$ cat src/rtl/streamer_seq_ctrl.sv
// Sequencer that drives a streamer through clear / store / load phases
// and watches for completion, with an optional per-phase wait timeout.
module streamer_seq_ctrl #(
    parameter int TIMEOUT_WIDTH = 16
) (
    input  logic                     clk,
    input  logic                     reset,
    input  logic                     i_cmd_valid,
    output logic                     o_cmd_ready,
    input  logic [1:0]               i_cmd_op,
    input  logic [TIMEOUT_WIDTH-1:0] i_cmd_timeout,
    output logic                     o_str_store_reset,
    output logic                     o_str_load_reset,
    output logic                     o_str_store_init,
    output logic                     o_str_load_init,
    input  logic                     i_str_fin_store,
    input  logic                     i_ld_tvalid,
    input  logic                     i_ld_tready,
    input  logic                     i_ld_tlast,
    output logic                     o_done,
    output logic                     o_err_timeout,
    output logic                     o_busy,
    output logic [2:0]               o_state_dbg,
    output logic [7:0]               o_op_count,
    output logic [TIMEOUT_WIDTH-1:0] o_wait_cycles
);

    typedef enum logic [2:0] {
        IDLE    = 3'd0,
        CLR_ST  = 3'd1,
        CLR_LD  = 3'd2,
        ST_RST  = 3'd3,
        ST_INIT = 3'd4,
        ST_WAIT = 3'd5,
        LD_INIT = 3'd6,
        LD_WAIT = 3'd7
    } state_t;

    localparam logic [1:0] OP_CLEAR      = 2'b00;
    localparam logic [1:0] OP_STORE      = 2'b01;
    localparam logic [1:0] OP_LOAD       = 2'b10;
    localparam logic [1:0] OP_STORE_LOAD = 2'b11;

    state_t                   r_state;
    state_t                   w_next_state;
    logic [1:0]               r_op;
    logic [TIMEOUT_WIDTH-1:0] r_timeout;
    logic [TIMEOUT_WIDTH-1:0] r_tmo_cnt;
    logic [TIMEOUT_WIDTH-1:0] r_wait_cycles;
    logic [7:0]               r_op_count;
    logic                     r_done;
    logic                     r_err_timeout;

    logic w_accept;
    logic w_in_wait;
    logic w_complete;
    logic w_expire;
    logic w_finish;

    assign w_accept   = i_cmd_valid && (r_state == IDLE);
    assign w_in_wait  = (r_state == ST_WAIT) || (r_state == LD_WAIT);
    assign w_complete = ((r_state == ST_WAIT) && i_str_fin_store) ||
                        ((r_state == LD_WAIT) && i_ld_tvalid && i_ld_tready && i_ld_tlast);
    // Completion wins over expiry when both land in the same cycle.
    assign w_expire   = w_in_wait && !w_complete && (r_timeout != '0) &&
                        (r_tmo_cnt == TIMEOUT_WIDTH'(1));
    assign w_finish   = (r_state != IDLE) && (w_next_state == IDLE);

    always_ff @(posedge clk or negedge reset) begin
        if (!reset) begin
            r_state <= IDLE;
        end else begin
            r_state <= w_next_state;
        end
    end

    always_comb begin
        w_next_state = r_state;
        case (r_state)
            IDLE: begin
                if (i_cmd_valid) begin
                    case (i_cmd_op)
                        OP_CLEAR: w_next_state = CLR_ST;
                        OP_LOAD:  w_next_state = CLR_LD;
                        default:  w_next_state = ST_RST;
                    endcase
                end
            end
            CLR_ST:  w_next_state = CLR_LD;
            CLR_LD:  w_next_state = (r_op == OP_CLEAR) ? IDLE : LD_INIT;
            ST_RST:  w_next_state = ST_INIT;
            ST_INIT: w_next_state = ST_WAIT;
            ST_WAIT: begin
                if (i_str_fin_store) begin
                    w_next_state = (r_op == OP_STORE_LOAD) ? CLR_LD : IDLE;
                end else if (w_expire) begin
                    w_next_state = IDLE;
                end
            end
            LD_INIT: w_next_state = LD_WAIT;
            LD_WAIT: begin
                if (w_complete || w_expire) begin
                    w_next_state = IDLE;
                end
            end
            default: w_next_state = IDLE;
        endcase
    end

    always_comb begin
        o_str_store_reset = 1'b0;
        o_str_load_reset  = 1'b0;
        o_str_store_init  = 1'b0;
        o_str_load_init   = 1'b0;
        case (r_state)
            CLR_ST, ST_RST: o_str_store_reset = 1'b1;
            CLR_LD:         o_str_load_reset  = 1'b1;
            ST_INIT:        o_str_store_init  = 1'b1;
            LD_INIT:        o_str_load_init   = 1'b1;
            default: ;
        endcase
    end

    always_ff @(posedge clk or negedge reset) begin
        if (!reset) begin
            r_op      <= OP_CLEAR;
            r_timeout <= '0;
        end else if (w_accept) begin
            r_op      <= i_cmd_op;
            r_timeout <= i_cmd_timeout;
        end
    end

    // The init state always precedes its wait state, so it is the load point.
    always_ff @(posedge clk or negedge reset) begin
        if (!reset) begin
            r_tmo_cnt <= '0;
        end else if ((r_state == ST_INIT) || (r_state == LD_INIT)) begin
            r_tmo_cnt <= r_timeout;
        end else if (w_in_wait && !w_complete && (r_timeout != '0)) begin
            r_tmo_cnt <= r_tmo_cnt - TIMEOUT_WIDTH'(1);
        end
    end

    always_ff @(posedge clk or negedge reset) begin
        if (!reset) begin
            r_wait_cycles <= '0;
        end else if (w_accept) begin
            r_wait_cycles <= '0;
        end else if (w_in_wait && (r_wait_cycles != {TIMEOUT_WIDTH{1'b1}})) begin
            r_wait_cycles <= r_wait_cycles + TIMEOUT_WIDTH'(1);
        end
    end

    always_ff @(posedge clk or negedge reset) begin
        if (!reset) begin
            r_done        <= 1'b0;
            r_err_timeout <= 1'b0;
            r_op_count    <= 8'd0;
        end else begin
            r_done <= w_finish;
            if (w_accept) begin
                r_err_timeout <= 1'b0;
            end else if (w_expire) begin
                r_err_timeout <= 1'b1;
            end
            if (w_finish && !w_expire) begin
                r_op_count <= r_op_count + 8'd1;
            end
        end
    end

    assign o_cmd_ready   = (r_state == IDLE);
    assign o_busy        = (r_state != IDLE);
    assign o_state_dbg   = r_state;
    assign o_done        = r_done;
    assign o_err_timeout = r_err_timeout;
    assign o_op_count    = r_op_count;
    assign o_wait_cycles = r_wait_cycles;

endmodule

$ cat config.mk
export PLATFORM = sky130hd
export DESIGN_NAME = streamer_seq_ctrl
export DESIGN_NICKNAME = d
export VERILOG_FILES = /design/src/rtl/streamer_seq_ctrl.sv
export SDC_FILE = /design/constraint.sdc
export NUM_CORES = 1
export LEC_CHECK = 0
export ABC_AREA = 1
export CORE_UTILIZATION = 24
export DETAILED_ROUTE_END_ITERATION = 10
export GPL_ROUTABILITY_DRIVEN = 0
export SLEW_MARGIN = 20
export SYNTH_ARGS = -nofsm -noshare
export SYNTH_HDL_FRONTEND = slang
export SYNTH_SLANG_ARGS = --single-unit
$ cat constraint.sdc
create_clock -name clk -period 2.3 [get_ports clk]
set_input_delay 0.46 -clock clk [delete_from_list [all_inputs] [get_ports clk]]
set_output_delay 0.46 -clock clk [all_outputs]
set_load 0.02 [all_outputs]
; Word level (Yosys, flattened, before mapping)
; Index checks and enable logic that the tools add are counted.
; Widths: inputs -> output; s select.
[word_totals]
ff_bits = 63
latchBits = 0
ramBits = 0
mem_bits_ro = 0
input_bits = 25
out_inout_bits = 35
wordCells = 67
mem_count = 0
[op_classes]
n_addsub = 3
n_mul = 0
div = 0
order_cmp = 0
n_eq_ne = 11
shift = 0
muxes = 18
bitwise = 0
n_reduce_logical = 27
[ops]
columns = op, count
row1 = $mux 16, 4
row2 = $pmux 3 s8, 1
row3 = $add 16x1->16 const B, 1
row4 = $eq 16x1->1 const B, 1
row5 = $ne 16x16->1 const B, 1
row6 = $reduce_bool 16->1, 1
row7 = $sub 16x1->16 const B, 1
row8 = $mux 3, 5
row9 = $eq 3x3->1 const B, 4
row10 = $logic_and 1x1->1, 11
row11 = $add 8x1->8 const B, 1
row12 = $eq 3x2->1 const B, 2
row13 = $logic_not 3->1, 2
row14 = $mux 1, 6
row15 = $reduce_bool 2->1, 3
row16 = $eq 2x2->1 const B, 2
row17 = $logic_not 2->1, 2
row18 = $logic_or 1x1->1, 4
row19 = $pmux 2 s2, 1
row20 = $eq 3x1->1 const B, 1
row21 = $reduce_bool 3->1, 1
row22 = $logic_not 1->1, 2
row23 = $mux 2, 1
row24 = $reduce_or 2->1, 1

; Longest topological paths before layout
[depth]
word_depth = 15
depth_mapped = 13
depth_no_buf = 13

; Least setup slack after synthesis
; Ideal clock, no wire load.
[synth_path]
path_type = reg-to-reg
startpoint = register r_state[1] (netlist: o_state_dbg[1])
endpoint = register r_op_count[5] (netlist: o_op_count[5])
setup_time_ns = 0.065
arrival_ns = 1.926
required_ns = 2.235
slack_ns = 0.309
stages_incl_launch_ff = 11
path_buffers = 0
synth_period_minus_slack_ns = 1.991
path_cell_list = dfrtp_1 inv_2 nor3_1 o21ai_0 nand2_1 inv_1 nand3_4 clkinv_1 nand3_4 nand2_1 nand2_1
[synth_via]
elab_chain_len = 15
word_cells_on_any_way = 29
classes_between = eq/ne (7) / mux (5) / reduce/logical (17)
[synth_rtl]
columns = item, line
row1 = "start, declared", 44  ; state_t r_state;
row2 = "start signal, assigned", 73  ; r_state <= w_next_state;
row3 = $eq 3x3->1, "61, 63, 79"
row4 = $logic_and 1x1->1 (3 in series), 63  ; ((r_state == LD_WAIT) && i_ld_tvalid && i_ld_tready && i_ld_tlast);
row5 = $logic_or 1x1->1, 62  ; assign w_complete = ((r_state == ST_WAIT) && i_str_fin_store) ||
row6 = $logic_not 1->1, 65  ; assign w_expire = w_in_wait && !w_complete && (r_timeout != '0) &&
row7 = $logic_and 1x1->1 (3 in series), 65
row8 = $mux 3 or $logic_or 1x1->1 (tied branches), "96, 102"
row9 = $mux 3 (on tied branches), "94, 102"
row10 = $pmux 3 s8, 79  ; case (r_state)
row11 = $logic_not 3->1, 67  ; assign w_finish = (r_state != IDLE) && (w_next_state == IDLE);
row12 = $logic_and 1x1->1, 67
row13 = $logic_and 1x1->1 (*), 167  ; if (w_finish && !w_expire) begin
row14 = "end signal, assigned", 168  ; r_op_count <= r_op_count + 8'd1;
row15 = "end, declared", 50  ; logic [7:0] r_op_count;
; Every way passes the cells marked *; elsewhere a longest branch is shown, timed or not.
; A chain may end at the register's enable or synchronous reset.

; Worst setup path after layout
[layout_path]
startpoint = register r_state[0] (netlist: o_state_dbg[0])
endpoint = output port o_str_store_reset
[layout_via]
elab_chain_len = 3
word_cells_on_any_way = 4
classes_between = eq/ne (2) / mux (1) / reduce/logical (1)
[layout_rtl]
columns = item, line
row1 = $eq 3x1->1 or $eq 3x2->1 (tied branches), 115  ; case (r_state)
row2 = $reduce_or 2->1 (*), 115
row3 = $mux 1 (*), 115
row4 = "end, declared", 12  ; output logic o_str_store_reset,
; Marked as above.

==> impl_results.md <==
- Status: finished clean
- Starting Density: 24.44%
- Post-Syn Instances: 443
- Via density: 4.463
- IO Count: 60
- Nets: 543
- Worst slew pin tran: 0.7171 ns
- Synth warn: 0
- Register area: 1578 um^2
- Area grow syn2layout: 32.78%
- Placed insts: 686
- Synth top area cells: dfrtp_1, nand2_1, nor2_1
- Root Buffer: clkbuf_16
- Worst min path class: reg -> reg
- Sink Count: 63
- GRT Resource Usage Total: 12.85%
- Die area: 15,230 um^2
- Leading cell type by number of instances after synthesis: nand2_1
- Detailed Place HPWL: 6.727 mm
- Worst EP arrival: 1.70 ns
- First-pass GRT wire length: 15.06 mm
- Total power: 6.014 mW
- Worst-path clk slew: 0.05 ns
- Relative slew slack: 52.14%
- FF+latch count, synth: 63
- Max incr delay on CP: 0.64 ns
- Remaining antenna violation count: 0
- Crit-path leading delay family: buffers and inverters
- Top_reg_cell synth: dfrtp_1
- Unique cell type count in the Yosys netlist: 40
- Layout cells sized above 1: 11.00%
- Setup TNS: 0 ns
- Maximum clock frequency: 462.6 MHz
- Kind of critical path: reg -> out
- EDFF count, synth: 0
- Multi-input logic area: 1708 um^2
- Post-synth top area cell: dfrtp_1
- CP Data Required Time: 1.84 ns
- Crit start category: flip-flop
- Max-cap violation count: 0
- Syn nets: 472
- Non-filler cells, final: 702
- Seq/Total Area, Yosys: 44.55%
- CP Buf/Inv Count: 2
- Worst Path Max Fanout: 5
- Synth async-reset ratio: 100.0%
- Clock Skews: 0.004852 ns
- Yosys top cell area share: 44.55%
- Worst Setup End Kind: output port
- Placeable Area: 14,480 um^2
- Number of fill cells in the layout: 1,537
- Pin count of the biggest net entering global routing: 56
- Final-report hold violation count: 0
- Post-CTS setup buffers: 0
- CP cell instances: inv_1 > nor2_1 > clkdlybuf4s50_1
- Unrepaired setup endpoints after global routing: false
- Maximum vdd ir drop: 0.4566 mV
- Die H: 123.4 um
- Cell area after layout: 4698 um^2
- H-Tree Depth: 3
- Die width: 123.4 um
- Longest Clk Path Bufs: 2
- Core Util, Final: 32.45%
- Vias in the first global route: 3,137
- Final Setup Violations: 0
- IO buf count: 59
- Syn Std Cell Area: 3538 um^2
- Post-Place Cell Area: 4385 um^2
- Initial antenna violation count: 0
- Gr ovfl total: 0
- Most instantiated cells after synthesis: nand2_1, dfrtp_1, nor2_1
- Syn Area/Cell: 7.987 um^2
- Pwr dens: 1280 nW/um^2
- Routed len/inst: 12.72 um
- TritonCTS clock tree: yes
- Slowest library cell on the worst path: clkdlybuf4s50_1
- ANT cells: 0
- Vias post-DR: 3,133
- Router iterations before antenna repair: 4
- Tcrit/Tclk final: 93.99%
- Leak pwr: 2.161 nW
- CTS buffer count: 9
- WL final: 8.926 mm
- Placement Rows: 44
- Minimum clock period: 2.162 ns
- Clk_lat worst skew: 0.33 ns
- Starting DRC count in detailed routing: 158
- DR DRC count: 0
- Max-slew violations: 0
- Reg-to-reg slack, setup: 0.37 ns
## area by class of cell
class | instances | area share [%]
multi-input cells | 316 | 36.35
repair buffers | 67 | 14.14
well taps | 184 | 4.900
inverters | 57 | 4.687
flip-flops and latches | 63 | 33.58
clock buffers | 11 | 5.379
clock inverters | 4 | 0.9587
## cell usage in the layout (no fill, tap or decap), types with 4 or more instances in the layout
| cell type | count |
|---|---|
| clkinv_2 | 4 |
| nor2_2 | 8 |
| nand3_1 | 26 |
| buf_4 | 6 |
| nor3_1 | 9 |
| o21ai_0 | 19 |
| nand3_2 | 7 |
| dfrtp_1 | 62 |
| nand2_1 | 114 |
| a21oi_1 | 11 |
| ha_1 | 4 |
| inv_1 | 51 |
| nor2_1 | 52 |
| nand4_1 | 8 |
| xor2_1 | 18 |
| clkbuf_16 | 9 |
| nand2_2 | 5 |
| clkdlybuf4s50_1 | 55 |
| o221ai_1 | 8 |
## per-stage QoR
stage	hold WS (ns)	setup slack, ns
final	0.4985	0.1383
after global routing	0.5370	0.04960
after CTS	0.5016	0.05557
after detailed placement	0.3463	0.1940
after global placement	0.3426	0.2365
after floorplan	0.1644	0.3092
## timing repair
| item | CTS | global route |
|---|---|---|
| cloned | 0 | 0 |
| gates resized for setup | 2 | 2 |
| endpoints found under the setup margin | 2 | 2 |
| hold buffers | 1 | 0 |
| hold endpoints to repair | 8 | 0 |
## registers in the layout, summed over array words and instances, names as in the netlist
signal	cells
o_wait_cycles	16
r_timeout	16
r_tmo_cnt	16
o_op_count	8
o_state_dbg	3
r_op	2
o_done	1
o_err_timeout	1
## tightest hold or removal path: cells and delay by family (launching register included)
family,cells,cell delay [ns]
flip-flops,1,0.36
AND/OR/NAND/NOR,2,0.11
## cell families (layout without fill, tap and decap cells)
group | Yosys count | count (layout) | synth area share (%)
fa+ha+maj | 4 | 4 | 1.414
xor+xnor | 19 | 19 | 4.703
flops | 63 | 63 | 44.55
buf+inv | 64 | 139 | 7.178
compound gates | 56 | 56 | 10.47
simple gates | 237 | 237 | 31.68
## layer usage
metal	wire (um)	track usage [%]
met5	0	0
met1	4057	16.03
met4	79	3.614
met2	4487	21.72
met3	302	3.367
## worst paths after layout
check,cells past startpoint,to,startpoint
max reg2reg,10,o_wait_cycles[11],o_wait_cycles[0]
min,2,r_timeout[0],r_timeout[0]
min reg2reg,2,r_timeout[0],r_timeout[0]
min in group asynchronous,2,o_wait_cycles[2],reset
max in group asynchronous,3,o_done,reset
max,3,o_str_store_reset,o_state_dbg[0]
## where the power goes
part           switching, mW  internal [mW]  leakage (nW)
clock network          0.473          0.885         0.151
registers              0.368           1.54         0.806
logic                   1.69           1.06          1.20
total                   2.53           3.48          2.16
Note: power is estimated with default switching activity, not from simulation.
